$ cat config.mk
export PLATFORM = sky130hd
export DESIGN_NAME = ctrl_sequencer
export DESIGN_NICKNAME = d
export VERILOG_FILES = /design/src/rtl/ctrl_sequencer.sv
export SDC_FILE = /design/constraint.sdc
export NUM_CORES = 1
export LEC_CHECK = 0
export CAP_MARGIN = 10
export CELL_PAD_IN_SITES_DETAIL_PLACEMENT = 0
export CELL_PAD_IN_SITES_GLOBAL_PLACEMENT = 1
export CORE_AREA = 3 3 52 54
export CTS_CLUSTER_DIAMETER = 120
export DETAILED_ROUTE_END_ITERATION = 7
export DIE_AREA = 0 0 55 57
export PLACE_DENSITY = 0.82
export SLEW_MARGIN = 0
export SYNTH_ARGS = -nofsm -noshare
export SYNTH_HDL_FRONTEND = slang
export SYNTH_SLANG_ARGS = --single-unit
export TNS_END_PERCENT = 100
$ cat constraint.sdc
create_clock -name clk -period 3.3 [get_ports clk]
set_input_delay 0.33 -clock clk [delete_from_list [all_inputs] [get_ports clk]]
set_output_delay 0.33 -clock clk [all_outputs]
set_load 0.02 [all_outputs]
$ cat src/rtl/ctrl_sequencer.sv
// ctrl_sequencer: fetch/decode/execute control FSM for the 4-bit accumulator CPU.
// Drives datapath register strobes, ALU op select and memory requests, one
// instruction at a time, with a bounded wait on the memory ready handshake.
module ctrl_sequencer #(
  parameter int unsigned MEM_TIMEOUT = 8,
  parameter logic [3:0]  HALT_OPC    = 4'hF
) (
  input  logic       clk,
  input  logic       clr,
  input  logic       run,
  input  logic [3:0] opcode,
  input  logic       ac_zero,
  input  logic       mem_ready,
  output logic       ar_sel,
  output logic       pc_inc,
  output logic       pc_load,
  output logic       ar_load,
  output logic       ir_load,
  output logic       ac_load,
  output logic       ac_inc,
  output logic       ac_clr,
  output logic [1:0] alu_op,
  output logic       mem_rd,
  output logic       mem_wr,
  output logic       halted,
  output logic       fault,
  output logic [2:0] state_dbg
);

  typedef enum logic [2:0] {
    FETCH_A = 3'd0,
    FETCH_M = 3'd1,
    DECODE  = 3'd2,
    EXEC_RD = 3'd3,
    EXEC_WR = 3'd4,
    HALT    = 3'd5,
    FAULT   = 3'd6
  } state_t;

  typedef enum logic [1:0] {
    ALU_PASS = 2'b00,
    ALU_ADD  = 2'b01,
    ALU_AND  = 2'b10
  } alu_t;

  localparam logic [3:0] OPC_LDA = 4'h1;
  localparam logic [3:0] OPC_STA = 4'h2;
  localparam logic [3:0] OPC_ADD = 4'h3;
  localparam logic [3:0] OPC_AND = 4'h4;
  localparam logic [3:0] OPC_JMP = 4'h5;
  localparam logic [3:0] OPC_JZ  = 4'h6;
  localparam logic [3:0] OPC_INC = 4'h7;
  localparam logic [3:0] OPC_CLA = 4'h8;

  // Count value in the last permitted wait cycle; no ready there means FAULT.
  localparam logic [3:0] WAIT_LAST = 4'(MEM_TIMEOUT - 1);

  state_t     state;
  logic [3:0] wait_cnt;
  alu_t       exec_op;
  logic       wait_expired;

  assign wait_expired = (wait_cnt == WAIT_LAST);

  // State sequencing, wait counter and the ALU op captured at decode time.
  always_ff @(posedge clk) begin
    if (clr) begin
      state    <= FETCH_A;
      wait_cnt <= '0;
      exec_op  <= ALU_PASS;
    end else begin
      case (state)
        FETCH_A: begin
          if (run) begin
            state    <= FETCH_M;
            wait_cnt <= '0;
          end
        end
        FETCH_M, EXEC_RD, EXEC_WR: begin
          if (mem_ready) begin
            state <= (state == FETCH_M) ? DECODE : FETCH_A;
          end else if (wait_expired) begin
            state <= FAULT;
          end else begin
            wait_cnt <= wait_cnt + 4'd1;
          end
        end
        DECODE: begin
          wait_cnt <= '0;
          if (opcode == HALT_OPC) begin
            state <= HALT;
          end else begin
            case (opcode)
              OPC_LDA: begin state <= EXEC_RD; exec_op <= ALU_PASS; end
              OPC_ADD: begin state <= EXEC_RD; exec_op <= ALU_ADD;  end
              OPC_AND: begin state <= EXEC_RD; exec_op <= ALU_AND;  end
              OPC_STA: state <= EXEC_WR;
              default: state <= FETCH_A;
            endcase
          end
        end
        HALT:    state <= HALT;
        FAULT:   state <= FAULT;
        default: state <= FETCH_A;
      endcase
    end
  end

  // Strobes and status decoded from state and inputs; clr forces everything low.
  always_comb begin
    ar_sel    = 1'b0;
    pc_inc    = 1'b0;
    pc_load   = 1'b0;
    ar_load   = 1'b0;
    ir_load   = 1'b0;
    ac_load   = 1'b0;
    ac_inc    = 1'b0;
    ac_clr    = 1'b0;
    alu_op    = ALU_PASS;
    mem_rd    = 1'b0;
    mem_wr    = 1'b0;
    halted    = 1'b0;
    fault     = 1'b0;
    state_dbg = '0;
    if (!clr) begin
      state_dbg = state;
      case (state)
        FETCH_A: ar_load = run;
        FETCH_M: begin
          mem_rd  = 1'b1;
          ir_load = mem_ready;
          pc_inc  = mem_ready;
        end
        DECODE: begin
          if (opcode != HALT_OPC) begin
            case (opcode)
              OPC_LDA, OPC_STA, OPC_ADD, OPC_AND: begin
                ar_sel  = 1'b1;
                ar_load = 1'b1;
              end
              OPC_JMP: pc_load = 1'b1;
              OPC_JZ:  pc_load = ac_zero;
              OPC_INC: ac_inc  = 1'b1;
              OPC_CLA: ac_clr  = 1'b1;
              default: ;
            endcase
          end
        end
        EXEC_RD: begin
          mem_rd  = 1'b1;
          alu_op  = exec_op;
          ac_load = mem_ready;
        end
        EXEC_WR: mem_wr = 1'b1;
        HALT:    halted = 1'b1;
        FAULT:   fault  = 1'b1;
        default: ;
      endcase
    end
  end

endmodule

==> flow_metrics.env, run 1 <==
export IMPL_synth_area_leaders="dfxtp_1 24%, nor2_1 6.0%, nand2b_1 5.0%"
export IMPL_cts_repair_resized=0
export IMPL_wl_per_cell_um=13.2
export IMPL_endpoint_kind="output pin"
export IMPL_max_slew_worst_pin_slew_ns=0.496
export IMPL_crit_arrival_ns=2.56
export IMPL_antenna_found_initial=0
export IMPL_areaGrowthSynthToFinish_pct=39.5
export IMPL_cts_root_buf="clkbuf_4"
export IMPL_min_period_ns=2.89
export IMPL_timing_final_crit_share_pct=87.4
export IMPL_status="completed"
export IMPL_grt_pass1_wl_um=3480
export IMPL_clkLatencyLatePin_ns=0.27
export IMPL_synth_top_cell_area_share_pct=24.0
export IMPL_rsz0062_at_grt="no"
export IMPL_maxSlewViolCount=0
export IMPL_start_kind="register"
export IMPL_core_rowCount=17
export IMPL_dr_pass1_iters=4
export IMPL_dpl_cell_area_um2=1020
export IMPL_yosys_cell_types_count=38
export IMPL_numPortBuffers=25
export IMPL_synth_top_flop_cell="dfxtp_1"
export IMPL_die_h_um=57
export IMPL_cts_tree="yes"
export IMPL_io_pins=26
export IMPL_viasPerCell=5.36
export IMPL_grt_overflow=0
export IMPL_ys_seq_elements=9
export IMPL_cts_clk_slew_worst_paths_ns=0.06
export IMPL_stdcell_area_um2=1050
export IMPL_worstPathRequired_ns=2.97
export IMPL_vdd_drop_max_uv=227
export IMPL_drive_above_1_share_pct=8.53
export IMPL_relSlewSlack_pct=66.9
export IMPL_netlist_top_cell_by_area="dfxtp_1"
export IMPL_min_path_type="reg -> reg"
export IMPL_final_hold_viol_count=0
export IMPL_grt_max_degree=18
export IMPL_grt_use_total_pct=14.8
export IMPL_avgSynthCellArea_um2=7.15
export IMPL_synth_cells=105
export IMPL_syn_area_um2=751
export IMPL_start_util_pct=33.3
export IMPL_cts_sinks=9
export IMPL_core_region_area_um2=2250
export IMPL_num_fill_cells=249
export IMPL_r2r_worst_path_cells=4
export IMPL_hpwlAfterDp_um=1610
export IMPL_fmax_mhz=347
export IMPL_async_flop_share_pct=0
export IMPL_critPathKind="reg -> out"
export IMPL_setup_viol=0
export IMPL_antenna_left=0
export IMPL_cts_path_max_buffers=2
export IMPL_skew_ns=0.00260
export IMPL_grt_pass1_vias=821
export IMPL_die_w_um=55
export IMPL_min_path_cells=2
export IMPL_drv_cap=0
export IMPL_yosys_warnings=0
export IMPL_totalNegativeSetupSlack_ns=0
export IMPL_synth_seq_area_share_pct=24.0
export IMPL_finalWeightedCongestion=0.783
export IMPL_finalNetCount=140
export IMPL_die_area_um2=3140
export IMPL_diodes=0
export IMPL_holdBufCountCts=0
export IMPL_postCtsSetupRepairBufs=0
export IMPL_power_leakage_nw=0.390
export IMPL_powerDensity_nw_per_um2=280
export IMPL_cts_buffers=3
export IMPL_critPathMaxFanout=17
export IMPL_drt_wl_total_um=2070
export IMPL_synth_edf_count=0
export IMPL_h_tree_depth=1
export IMPL_drc=0
export IMPL_drt_iter0_drc=15
export IMPL_vias=842
export IMPL_syn_num_nets=115
[critical path, cell delays in order, from the launching register on]
cell and delay [ns]:
dfxtp_1 0.46, or4b_2 0.79, nor3_1 0.29, a31o_2 0.15, clkdlybuf4s50_1 0.59
[metrics by stage]
step	setup WS, ns	hold slack [ns]	total power, mW	util (%)	std cells
finish	0.415	0.496	0.294	46.4	157
global route	0.252	0.523	0.315	46.4	157
CTS	0.397	0.506	0.296	46.4	157
detailed placement	0.510	0.494	0.207	45.3	153
global placement	0.555	0.465	0.206	45.3	153
floorplan	0.970	0.434	0.174	-	105
[final cells by class]
cell class,instances,area (um2),area share (%)
clock buffers,4,26.3,2.51
repair buffers,27,265,25.3
flip-flops and latches,9,180,17.2
well taps,28,35.0,3.35
multi-input cells,83,518,49.5
inverters,6,22.5,2.15
[cells by family after synthesis]
family	Yosys count	synth area share, %
muxes	3	4.50
AOI/OAI and AO/OA	29	26.5
buffers and inverters	13	7.00
xor gates and xnor gates	1	1.17
DFF	9	24.0
and+or+nand+nor	49	35.2
adders and majority gates	1	1.67
[final timing paths]
path                            slack [ns]        start           to
worst max-delay path                  0.41     state[2]      ar_load
worst min-delay path                  0.50  wait_cnt[3]  wait_cnt[3]
worst max register to register        1.27     state[2]  wait_cnt[3]
worst min register to register        0.50  wait_cnt[3]  wait_cnt[3]
[state kept, by name, summed over array words and instances (netlist names)]
signal / count
state: 3
wait_cnt: 4
exec_op: 2
[power by group]
part           switching, mW  internal [mW]
Clock                 0.0422         0.0468
Combinational         0.0450         0.0402
Sequential           0.00737          0.112
[per-layer routing]
metal  up-vias  wire, um  part of all wire [%]  GRT usage (%)
met5         -         0                     0              0
met2        30       999                    48           23.3
met1       381       888                    43           17.8
li1        425         -                     -              -
met3         6       137                   6.6           6.53
met4         0        39                   1.9           4.17
[cell usage after synthesis (2+ instances only)]
master    number
o21ai_0        4
nand2b_1       6
a211o_1        2
and2_1         3
nor2b_1        2
and3_1         3
a31oi_1        2
a21oi_1        7
nand2_1        5
nor2_1        12
o22ai_1        3
nor3_1         4
nand3_1        5
inv_1          6
dfxtp_1        9
mux2_2         3
or3_1          3
clkbuf_1       6
[placed cells by master, fill, tap and decap left out, types with 4 or more instances in the layout]
cell type         n
clkdlybuf4s50_1  25
nor2_1           12
dfxtp_1           9
a21oi_1           7
nand2b_1          6
inv_1             6
nand2_1           5
nand3_1           5
nor3_1            4
o21ai_0           4
No activity file was read; power rests on OpenSTA's default activity.
==> run 2, diff against run 1 <==
Settings changed: ABC_CLOCK_PERIOD_IN_PS from default to 3300, SLEW_MARGIN 0 to 20.
==> results of run 2 <==
No change in the layout: final DEF, timing and power equal those of run 1.
==> run 3, diff against run 2 <==
Settings changed: ABC_CLOCK_PERIOD_IN_PS 3300 to 2900, CORE_AREA 3 3 52 54 to 3 3 55 57, DIE_AREA 0 0 55 57 to 0 0 58 60, PLACE_DENSITY 0.82 to 0.74.
Clock period 3.3 ns to 2.9 ns, I/O delays scaled along.
==> run 3 against run 2 <==
Routed wire length grew 3.8%; largest cell class unchanged; largest power group unchanged; clock skew grew 0.0034 ns; global-route usage shrank 1.6 points; die area grew 11%; register-to-register slack lost 0.24 ns; sequential power grew 13%.
==> flow_metrics.env, run 3 (same netlist as run 1, synthesis figures left out) <==
export IMPL_cts_buffers=3
export IMPL_die_h_um=60
export IMPL_core_region_area_um2=2520
export IMPL_drive_above_1_share_pct=9.23
export IMPL_critPathKind="reg -> out"
export IMPL_diodes=0
export IMPL_endpoint_kind="output pin"
export IMPL_clkLatencyLatePin_ns=0.27
export IMPL_cts_clk_slew_worst_paths_ns=0.06
export IMPL_final_cells=160
export IMPL_status="completed"
export IMPL_vdd_drop_max_uv=281
export IMPL_largest_reg_flops=4
export IMPL_crit_arrival_ns=2.44
export IMPL_regMostFlops="wait_cnt"
export IMPL_finalWeightedCongestion=0.766
export IMPL_max_slew_worst_pin_slew_ns=0.375
export IMPL_worstPathRequired_ns=2.61
export IMPL_power_total_mw=0.335
export IMPL_antenna_found_initial=0
export IMPL_antenna_left=0
export IMPL_critPathMaxFanout=12
export IMPL_reg_top3="wait_cnt (4), state (3), exec_op (2)"
export IMPL_grt_max_degree=17
export IMPL_totalNegativeSetupSlack_ns=0
export IMPL_maxSlewViolCount=0
export IMPL_h_tree_depth=1
export IMPL_grt_overflow=0
export IMPL_min_path_cells=1
export IMPL_viasPerCell=5.29
export IMPL_relSlewSlack_pct=74.9
export IMPL_drv_cap=0
export IMPL_drt_wl_total_um=2140
export IMPL_powerDensity_nw_per_um2=315
export IMPL_wl_per_cell_um=13.4
export IMPL_grt_pass1_vias=824
export IMPL_die_w_um=58
export IMPL_die_area_um2=3480
export IMPL_r2r_worst_path_cells=5
export IMPL_io_pins=26
export IMPL_mostFrequentLayoutCell="clkdlybuf4s50_1"
export IMPL_min_path_type="reg -> reg"
export IMPL_cts_root_buf="clkbuf_4"
export IMPL_drc=0
export IMPL_skew_ns=0.00600
export IMPL_vias=847
export IMPL_dr_pass1_iters=4
export IMPL_timing_final_crit_share_pct=94.3
export IMPL_min_period_ns=2.73
export IMPL_start_util_pct=29.8
export IMPL_cts_sinks=9
export IMPL_drt_iter0_drc=12
export IMPL_rsz0062_at_grt="no"
export IMPL_setup_viol=0
export IMPL_power_leakage_nw=0.432
export IMPL_fmax_mhz=366
export IMPL_hold_slack_ns=0.479
export IMPL_placed_cells=156
export IMPL_numPortBuffers=25
export IMPL_grt_use_total_pct=13.1
export IMPL_areaGrowthSynthToFinish_pct=41.5
export IMPL_grt_pass1_wl_um=3550
export IMPL_final_cell_mix="23 x clkdlybuf4s50_1, 12 x nor2_1, 9 x dfxtp_1, 7 x a21oi_1"
export IMPL_final_hold_viol_count=0
export IMPL_cts_tree="yes"
export IMPL_postCtsSetupRepairBufs=0
export IMPL_finalNetCount=141
export IMPL_start_kind="register"
export IMPL_hpwlAfterDp_um=1670
export IMPL_core_rowCount=18
export IMPL_cts_path_max_buffers=2
-- run 3: final timing paths --
check                endpoint  slack [ns]        from
hold reg to reg    exec_op[1]        0.48  exec_op[1]
setup reg to reg  wait_cnt[3]        1.03    state[2]
setup / recovery      ar_load        0.17    state[0]
hold / removal     exec_op[1]        0.48  exec_op[1]
-- run 3: per-layer routing --
layer  share of wire, %  vias to the layer above  track usage, %
met3                6.5                        0            4.97
met2                 48                       24            23.4
met4                  0                        0            1.99
met5                  0                        -               0
li1                   -                      432               -
met1                 45                      391            15.2
-- run 3: critical path: stages (launching register included) --
cell and delay, ns:
dfxtp_1 0.42, or4b_2 0.73, nor3_1 0.29, a31o_2 0.15, clkdlybuf4s50_1 0.60
-- run 3: layout make-up --
| cell class | count | area [um2] |
|---|---|---|
| Clock buffer | 4 | 26.3 |
| Inverter | 6 | 22.5 |
| Timing Repair Buffer | 28 | 278 |
| Sequential cell | 9 | 180 |
| Multi-Input combinational cell | 83 | 518 |
| Fill cell | 273 | 1460 |
| Tap cell | 30 | 37.5 |
-- run 3: power breakdown --
group	total, mW	internal, mW	switching, mW
registers	0.134	0.128	0.00600
clock network	0.102	0.0532	0.0488
logic	0.0990	0.0465	0.0525
-- run 3: repair_timing --
item | 4_1_cts | 5_1_grt
gates resized for setup | 0 | 2
hold buffers | 0 | 0
endpoints found under the setup margin | 0 | 2
-- run 3: per-stage QoR --
step	instance area [um2]	util, %	worst slack [ns]
floorplan	751	-	0.610
global placement	1030	40.9	0.244
detailed placement	1030	40.9	0.171
CTS	1060	41.9	0.135
global route	1060	42.1	0.0446
finish	1060	42.1	0.166
